$ cat config.mk
export PLATFORM = sky130hd
export DESIGN_NAME = audio_frame_scheduler
export DESIGN_NICKNAME = d
export VERILOG_FILES = /design/src/rtl/audio_frame_scheduler.sv
export SDC_FILE = /design/constraint.sdc
export NUM_CORES = 1
export LEC_CHECK = 0
export CAP_MARGIN = 20
export CORE_MARGIN = 5
export CORE_UTILIZATION = 42
export DETAILED_ROUTE_END_ITERATION = 10
export HOLD_SLACK_MARGIN = 0.05
export PLACE_DENSITY_LB_ADDON = 0.08
export SYNTH_ARGS = -nofsm -noshare
export SYNTH_HDL_FRONTEND = slang
export SYNTH_SLANG_ARGS = --single-unit
$ cat constraint.sdc
create_clock -name i_clock -period 2.21 [get_ports i_clock]
set_input_delay 0.221 -clock i_clock [delete_from_list [all_inputs] [get_ports i_clock]]
set_output_delay 0.221 -clock i_clock [all_outputs]
set_load 0.05 [all_outputs]
$ cat src/rtl/audio_frame_scheduler.sv
// Purpose: per-frame stereo sample scheduler feeding the I2S DAC serializer (two prioritized sources, mute on starvation).
// Latency: one sample issued per LR-high half, ISSUE_BIT synchronised BCLK rises after LR rise, plus 2 cycles (ARBITRATE, ISSUE).
// Backpressure: sources see a one-cycle ready pulse only in ARBITRATE; the serializer has no ready and must take o_data_valid.
//
// Ports:
//   i_clock, i_reset_n                 system clock, asynchronous active-low reset
//   i_codec_bit_clock/i_codec_lr_clock codec BCLK/LRCLK, asynchronous, synchronised here
//   i_enable                           1 = schedule frames, 0 = finish current step and idle
//   i_src0_*/o_src0_ready              high-priority source (sample pair + valid, ready pulse)
//   i_src1_*/o_src1_ready              low-priority source
//   o_data_left/right, o_data_valid    sample to serializer (held) and one-cycle issue pulse
//   o_src_sel, o_underrun, o_underrun_count  issue source, starvation pulse, saturating count
//
// Build option: AUDIO_SCHED_HOLD_LAST_EN repeats the previous sample on underrun instead of muting.
module audio_frame_scheduler #(
    parameter int DATA_WIDTH = 24,
    parameter int ISSUE_BIT  = 28,
    parameter int CNT_WIDTH  = 16
) (
    input  logic                  i_clock,
    input  logic                  i_reset_n,
    input  logic                  i_codec_bit_clock,
    input  logic                  i_codec_lr_clock,
    input  logic                  i_enable,
    input  logic [DATA_WIDTH-1:0] i_src0_left,
    input  logic [DATA_WIDTH-1:0] i_src0_right,
    input  logic                  i_src0_valid,
    output logic                  o_src0_ready,
    input  logic [DATA_WIDTH-1:0] i_src1_left,
    input  logic [DATA_WIDTH-1:0] i_src1_right,
    input  logic                  i_src1_valid,
    output logic                  o_src1_ready,
    output logic [DATA_WIDTH-1:0] o_data_left,
    output logic [DATA_WIDTH-1:0] o_data_right,
    output logic                  o_data_valid,
    output logic                  o_src_sel,
    output logic                  o_underrun,
    output logic [CNT_WIDTH-1:0]  o_underrun_count
);

    typedef enum logic [2:0] {
        S_IDLE,
        S_WAIT_LR_RISE,
        S_COUNT_BITS,
        S_ARBITRATE,
        S_ISSUE
    } state_t;

    localparam logic [5:0] ISSUE_CNT = 6'(ISSUE_BIT);

    state_t state, next_state;

    // Codec clock synchronisers. Edge flags are registered, so an FSM reaction
    // lands four i_clock edges after the pin moves.
    logic bclk_meta, bclk_sync, bclk_dly, bclk_rise;
    logic lr_meta, lr_sync, lr_dly, lr_rise, lr_fall;

    logic [5:0] bit_cnt;
    logic       underrun_pend;

    always_ff @(posedge i_clock or negedge i_reset_n) begin
        if (!i_reset_n) begin
            bclk_meta <= 1'b0;
            bclk_sync <= 1'b0;
            bclk_dly  <= 1'b0;
            bclk_rise <= 1'b0;
            lr_meta   <= 1'b0;
            lr_sync   <= 1'b0;
            lr_dly    <= 1'b0;
            lr_rise   <= 1'b0;
            lr_fall   <= 1'b0;
        end else begin
            bclk_meta <= i_codec_bit_clock;
            bclk_sync <= bclk_meta;
            bclk_dly  <= bclk_sync;
            bclk_rise <= bclk_sync & ~bclk_dly;
            lr_meta   <= i_codec_lr_clock;
            lr_sync   <= lr_meta;
            lr_dly    <= lr_sync;
            lr_rise   <= lr_sync & ~lr_dly;
            lr_fall   <= ~lr_sync & lr_dly;
        end
    end

    always_ff @(posedge i_clock or negedge i_reset_n) begin
        if (!i_reset_n) begin
            state <= S_IDLE;
        end else begin
            state <= next_state;
        end
    end

    always_comb begin
        next_state   = state;
        o_src0_ready = 1'b0;
        o_src1_ready = 1'b0;
        o_data_valid = 1'b0;
        o_underrun   = 1'b0;
        case (state)
            S_IDLE: begin
                if (i_enable) next_state = S_WAIT_LR_RISE;
            end
            S_WAIT_LR_RISE: begin
                if (!i_enable)    next_state = S_IDLE;
                else if (lr_rise) next_state = S_COUNT_BITS;
            end
            S_COUNT_BITS: begin
                // A fresh LR rise (short frame) keeps us here with the count
                // restarted; an LR fall means the high half ended too early.
                if (!i_enable)                  next_state = S_IDLE;
                else if (lr_rise)               next_state = S_COUNT_BITS;
                else if (lr_fall)               next_state = S_WAIT_LR_RISE;
                else if (bit_cnt == ISSUE_CNT)  next_state = S_ARBITRATE;
            end
            S_ARBITRATE: begin
                // Always runs through ISSUE so a consumed sample is never lost.
                o_src0_ready = 1'b1;
                o_src1_ready = ~i_src0_valid;
                next_state   = S_ISSUE;
            end
            S_ISSUE: begin
                o_data_valid = 1'b1;
                o_underrun   = underrun_pend;
                next_state   = i_enable ? S_WAIT_LR_RISE : S_IDLE;
            end
            default: next_state = S_IDLE;
        endcase
    end

    always_ff @(posedge i_clock or negedge i_reset_n) begin
        if (!i_reset_n) begin
            bit_cnt <= '0;
        end else if ((state == S_WAIT_LR_RISE || state == S_COUNT_BITS) && lr_rise) begin
            bit_cnt <= '0;
        end else if (state == S_COUNT_BITS && bclk_rise && bit_cnt != ISSUE_CNT) begin
            bit_cnt <= bit_cnt + 6'd1;
        end
    end

    always_ff @(posedge i_clock or negedge i_reset_n) begin
        if (!i_reset_n) begin
            o_data_left      <= '0;
            o_data_right     <= '0;
            o_src_sel        <= 1'b0;
            underrun_pend    <= 1'b0;
            o_underrun_count <= '0;
        end else begin
            if (state == S_ARBITRATE) begin
                if (i_src0_valid) begin
                    o_data_left   <= i_src0_left;
                    o_data_right  <= i_src0_right;
                    o_src_sel     <= 1'b0;
                    underrun_pend <= 1'b0;
                end else if (i_src1_valid) begin
                    o_data_left   <= i_src1_left;
                    o_data_right  <= i_src1_right;
                    o_src_sel     <= 1'b1;
                    underrun_pend <= 1'b0;
                end else begin
                    underrun_pend <= 1'b1;
`ifdef AUDIO_SCHED_HOLD_LAST_EN
                    // Repeat the previous sample: data and source select untouched.
`else
                    o_data_left   <= '0;
                    o_data_right  <= '0;
                    o_src_sel     <= 1'b0;
`endif
                end
            end
            if (state == S_ISSUE && underrun_pend && o_underrun_count != {CNT_WIDTH{1'b1}}) begin
                o_underrun_count <= o_underrun_count + 1'b1;
            end
        end
    end

endmodule

After elaboration in Yosys (flattened, before gate mapping) --
Cells that the tools add are included.
Word-level totals: register bits 84, bits in latches 0, bits in writable memories 0, ROM bits 0, output and inout bits 69, memories 0
Cells by class: $add $sub $neg 2, $mul 0, div/mod/pow operators 0, $lt $le $gt $ge 0, eq/ne operators 10, shift-type cells 0, mux-type cells 23, bitwise gates (word level) 7, reductions and logical operators 9
Operators by type and width (count):
- $mux 24 | 4
- $mux 3 | 7
- $add 16x1->16 const B | 1
- $ne 16x16->1 const B | 1
- $pmux 3 s5 | 1
- $mux 6 | 2
- $mux 1 | 9
- $add 6x1->6 const B | 1
- $eq 3x2->1 const B | 2
- $eq 6x5->1 const B | 1
- $ne 6x5->1 const B | 1
- $logic_and 1x1->1 | 5
- $ne 5x5->1 const B | 1
- $not 1->1 | 4
- $and 1x1->1 | 3
- $eq 3x1->1 const B | 1
- $eq 3x3->1 const B | 1
- $logic_not 3->1 | 1
- $ne 3x3->1 const B | 1
- $reduce_and 3->1 | 1
- $ne 2x2->1 const B | 1
- $reduce_bool 2->1 | 1
- $logic_or 1x1->1 | 1

Logic depth before layout (Yosys ltp) --
Gate-level depths: netlist of the first run.
depth in word-level cells 6, depth in mapped cells 6

Worst setup path after synthesis of the first run --
OpenSTA, ideal clock, no wires.
path type reg2reg, start point register o_underrun_count[0], end point register o_underrun_count[5], arrival time 1.979 ns, path slack 0.083 ns, stages on the path, launching flop included 7, period minus slack after synthesis 2.127 ns, cells stage by stage dfrtp_1 -> ha_1 -> nand4_1 -> nor4_2 -> buf_2 -> nor3_1 -> xor2_1
Between the ends: longest elaborated chain between the ends 2, elaborated cells between the ends (all ways) 3
RTL lines:
- start, declared | line 38 | output logic [CNT_WIDTH-1:0] o_underrun_count
- start signal, assigned | line 171 | o_underrun_count <= o_underrun_count + 1'b1;
- branches (longest 2 deep; another with $add 16x1->16)
Several ways; the timed one is not identified. A chain may end at the register's enable or synchronous reset.

Worst setup path after layout of the first run --
start point register state[0], end point output port o_data_valid
Between the ends: longest elaborated chain between the ends 2
RTL lines:
- start, declared | line 51 | state_t state, next_state;
- start signal, assigned | line 89 | state <= next_state;
- $eq 3x3->1 | line 99 | case (state)
- $mux 1 | line 99
- end, declared | line 35 | output logic o_data_valid,
No other way between the ends.

==> results of run 1 <==
==> what timing repair did <==
| item | in CTS | in global routing |
|---|---|---|
| hold buffers | 1 | 0 |
| endpoints found under the hold margin | 36 | 0 |
| endpoints found under the setup margin | 0 | 0 |
==> through the flow <==
stage                     cells   util  hold WS [ns]
after global placement      627  0.640         0.213
after global routing        644  0.665         0.281
final                       644  0.665         0.300
after detailed placement    627  0.640         0.215
after floorplan             367      -       -0.0746
after CTS                   644  0.665         0.291
==> worst max path at each step <==
stage / slack [ns] / end
finish: 0.09 / o_data_valid
global route: 0.02 / o_data_valid
CTS: 0.08 / o_data_valid
detailed placement: 0.40 / o_underrun_count[9]
global placement: 0.48 / o_data_valid
floorplan: 0.08 / o_underrun_count[5]
==> sequential cells by signal, summed over array words and instances (netlist names), 3 cells and up <==
register          cells
o_underrun_count     16
o_data_left          24
bit_cnt               6
state                 3
o_data_right         24
==> worst reg2reg max path: cells and delay by family, from the launching register on <==
kind          cells  cell delay (ns)
simple gates      3             0.67
flops             1             0.42
buf+inv           1             0.26
fa+ha+maj         1             0.21
xor+xnor          1             0.15
==> per-layer routing <==
metal / part of all wire / vias to the layer above / routed length, um
met5: 0 / - / 0
met3: 0.089 / 14 / 888
met2: 0.48 / 101 / 4760
li1: - / 1625 / -
met4: 0.019 / 0 / 184
met1: 0.41 / 1522 / 4090
==> cells in the mapped netlist, drive strengths merged <==
cell,number
nor4b,1
a22oi,46
clkbuf,20
buf,6
and2,2
nor3,7
nand4b,1
mux2i,1
nor4,7
a21boi,1
xor2,16
nand4,5
and3b,1
nand2b,1
ha,3
nand3b,2
or2,2
or4,1
o2111ai,1
mux2,1
nor2b,4
o31ai,1
xnor2,3
nand2,59
nand4bb,1
and4bb,1
nand3,6
and3,2
inv,7
nor3b,2
o211ai,2
o21ai,52
a31oi,3
dfrtp,84
nor2,13
a21oi,2
==> logic make-up (layout without fill, tap and decap cells) <==
logic type | after synthesis | after routing | share of synthesized area
AND/OR/NAND/NOR | 118 | 118 | 0.165
AO/OA/AOI/OAI | 108 | 108 | 0.180
flip-flops | 84 | 84 | 0.562
buffers and inverters | 33 | 202 | 0.0334
XOR/XNOR | 19 | 19 | 0.0445
adder cells (fa/ha/maj) | 3 | 3 | 0.0100
multiplexers | 2 | 2 | 0.00568
==> power by group <==
| group | total [mW] | internal [mW] | switching [mW] |
|---|---|---|---|
| combinational | 2.58 | 0.890 | 1.69 |
| clock | 1.11 | 0.555 | 0.558 |
| sequential | 2.10 | 1.89 | 0.209 |
==> cell type report <==
cell class	count	area (um^2)
flip-flops and latches	84	2100
fillers	716	2920
inverters	7	26.3
well taps	108	135
multi-input cells	250	1520
clock buffers	11	141
clock inverters	5	61.3
repair buffers	179	1810
==> results by group, run 1 <==
STA
  • Slew Viols, Final: 0
  • Clock Skews: 0.00979 ns
  • Final critical-path share of the clock period: 0.960
  • Slew @ Worst Pin: 0.726 ns
  • Max_slew headroom: 0.515
  • Setup WS post-layout: 0.0891 ns
  • RSZ-0062 raised after global routing: false
  • Fmax: 471 MHz
  • Fin. Hold Viols: 0
  • Final setup fails: 0
  • Clock period minus worst slack: 2.12 ns
  • Setup TNS: 0 ns

Floorplan
  • Core box area: 8720 um^2
  • Cell row count: 34
  • Die extent in x: 104 um
  • Num ports: 172
  • Starting Density: 0.429
  • Die footprint: 10,900 um^2
  • Die height: 104 um

Synth
  • Yosys warns: 0
  • Share of the synthesized area in the top cell type: 0.562
  • Seq/Total Area, Yosys: 0.562
  • Post-Syn Instances: 367
  • Syn nets: 473
  • Synthesized flop and latch total: 84
  • Top post-synthesis cells by area: dfrtp_1, a22oi_1, o21ai_0, nand2_1, xor2_1
  • Post-synth cell types: 39
  • Syn Area/Cell: 10.2 um^2
  • Yosys top cell by area: dfrtp_1
  • Post-Syn Area: 3740 um^2

Critical path
  • Reg-to-Reg End: o_underrun_count[9]
  • Critical-path maximum fanout: 8
  • CP bufs+invs: 1
  • Crit Path Class: reg2out
  • CP Data Required Time: 1.99 ns
  • CP Data Arrival Time: 1.90 ns
  • Worst Reg-to-Reg Cells: 6
  • Slowest-stage cell, CP: clkdlybuf4s50_1
  • Critical R2R Launch: o_underrun_count[0]
  • Worst Setup SP: state[0]
  • Startpoint Class: flop
  • CP Capture Type: output pin
  • CP Depth: 3
  • CP cell instances: nor2_1, and2_1, clkdlybuf4s50_1
  • CP peak stage delay: 0.79 ns
  • Flop-to-flop setup slack: 0.37 ns
  • Crit path max-delay family: buffers and inverters

CTS
  • CTS tree: yes
  • Clock transition at path regs: 0.09 ns
  • CTS Buf Count: 9
  • Root buf cell: clkbuf_8
  • Clock latency at the later pin of the worst-skew pair: 0.36 ns
  • Number of post-CTS setup repair buffers: 0
  • H-tree Lvls: 3
  • CTS max path bufs: 2
  • CTS sink cnt: 84
  • Cts repair resizes: 0

Min path
  • Hold Crit Class: in2reg
  • Hold Crit Depth: 1
  • Hold path startpoint: i_codec_bit_clock
  • Hold worst-path end: bclk_meta

Routing
  • Post-route antenna net violation count: 0
  • DR iter-0 viols: 72
  • Pre-antenna DRT Iters: 4
  • Vias: 3,262
  • DRC: 0
  • WL final: 9930 um
  • Via-per-instance ratio: 5.07
  • Drt wl/cell: 15.4 um

Power
  • Peak VDD IR: 609 uV
  • P_leak: 2.52 nW
  • Total power: 5.80 mW
  • Power per cell area: 1000 nW/um^2

Outcome
  • Status: finished, final reports clean

Global route
  • Met1 Track Usage GR: 0.229
  • Largest net degree at the start of global routing: 75
  • Number of global-route vias before repair: 3,379
  • Total global-route track usage: 0.188
  • GR Layer Usage met3: 0.0764
  • First-pass GRT wire length: 16,600 um
  • Initial antenna violation count: 0
  • Overflow after GRT: 0
  • Global routing's busiest layer: met2
  • GR Util met2: 0.302

Final layout
  • Layout cells sized above 1: 0.0672
  • Synthesis-to-layout area growth: 54.9%
  • Final Net Count: 637
  • Commonest non-fill, non-tap cell in the layout: clkdlybuf4s50_1
  • Post-Layout Inst Area: 5800 um^2
  • Most frequent cells in the layout: clkdlybuf4s50_1, dfrtp_1, nand2_1
  • Number of diodes: 0

Job
  • Max Cap Viol: 0

Place
  • Dpl ws: 0.395 ns
  • I/O Buffers: 171
  • Post-DP Area: 5590 um^2
  • GPL Wtd Cong: 0.741
  • Hpwl dp: 7480 um
(Power assumes the default switching activity.)
==> run 2, diff against run 1 <==
- SKIP_CTS_REPAIR_TIMING: not set -> 1
==> results of run 2 <==
Final layout, timing and power as in run 1 (identical DEF).
Main changes from that run: via count of the first global-routing pass 3379 -> 3376
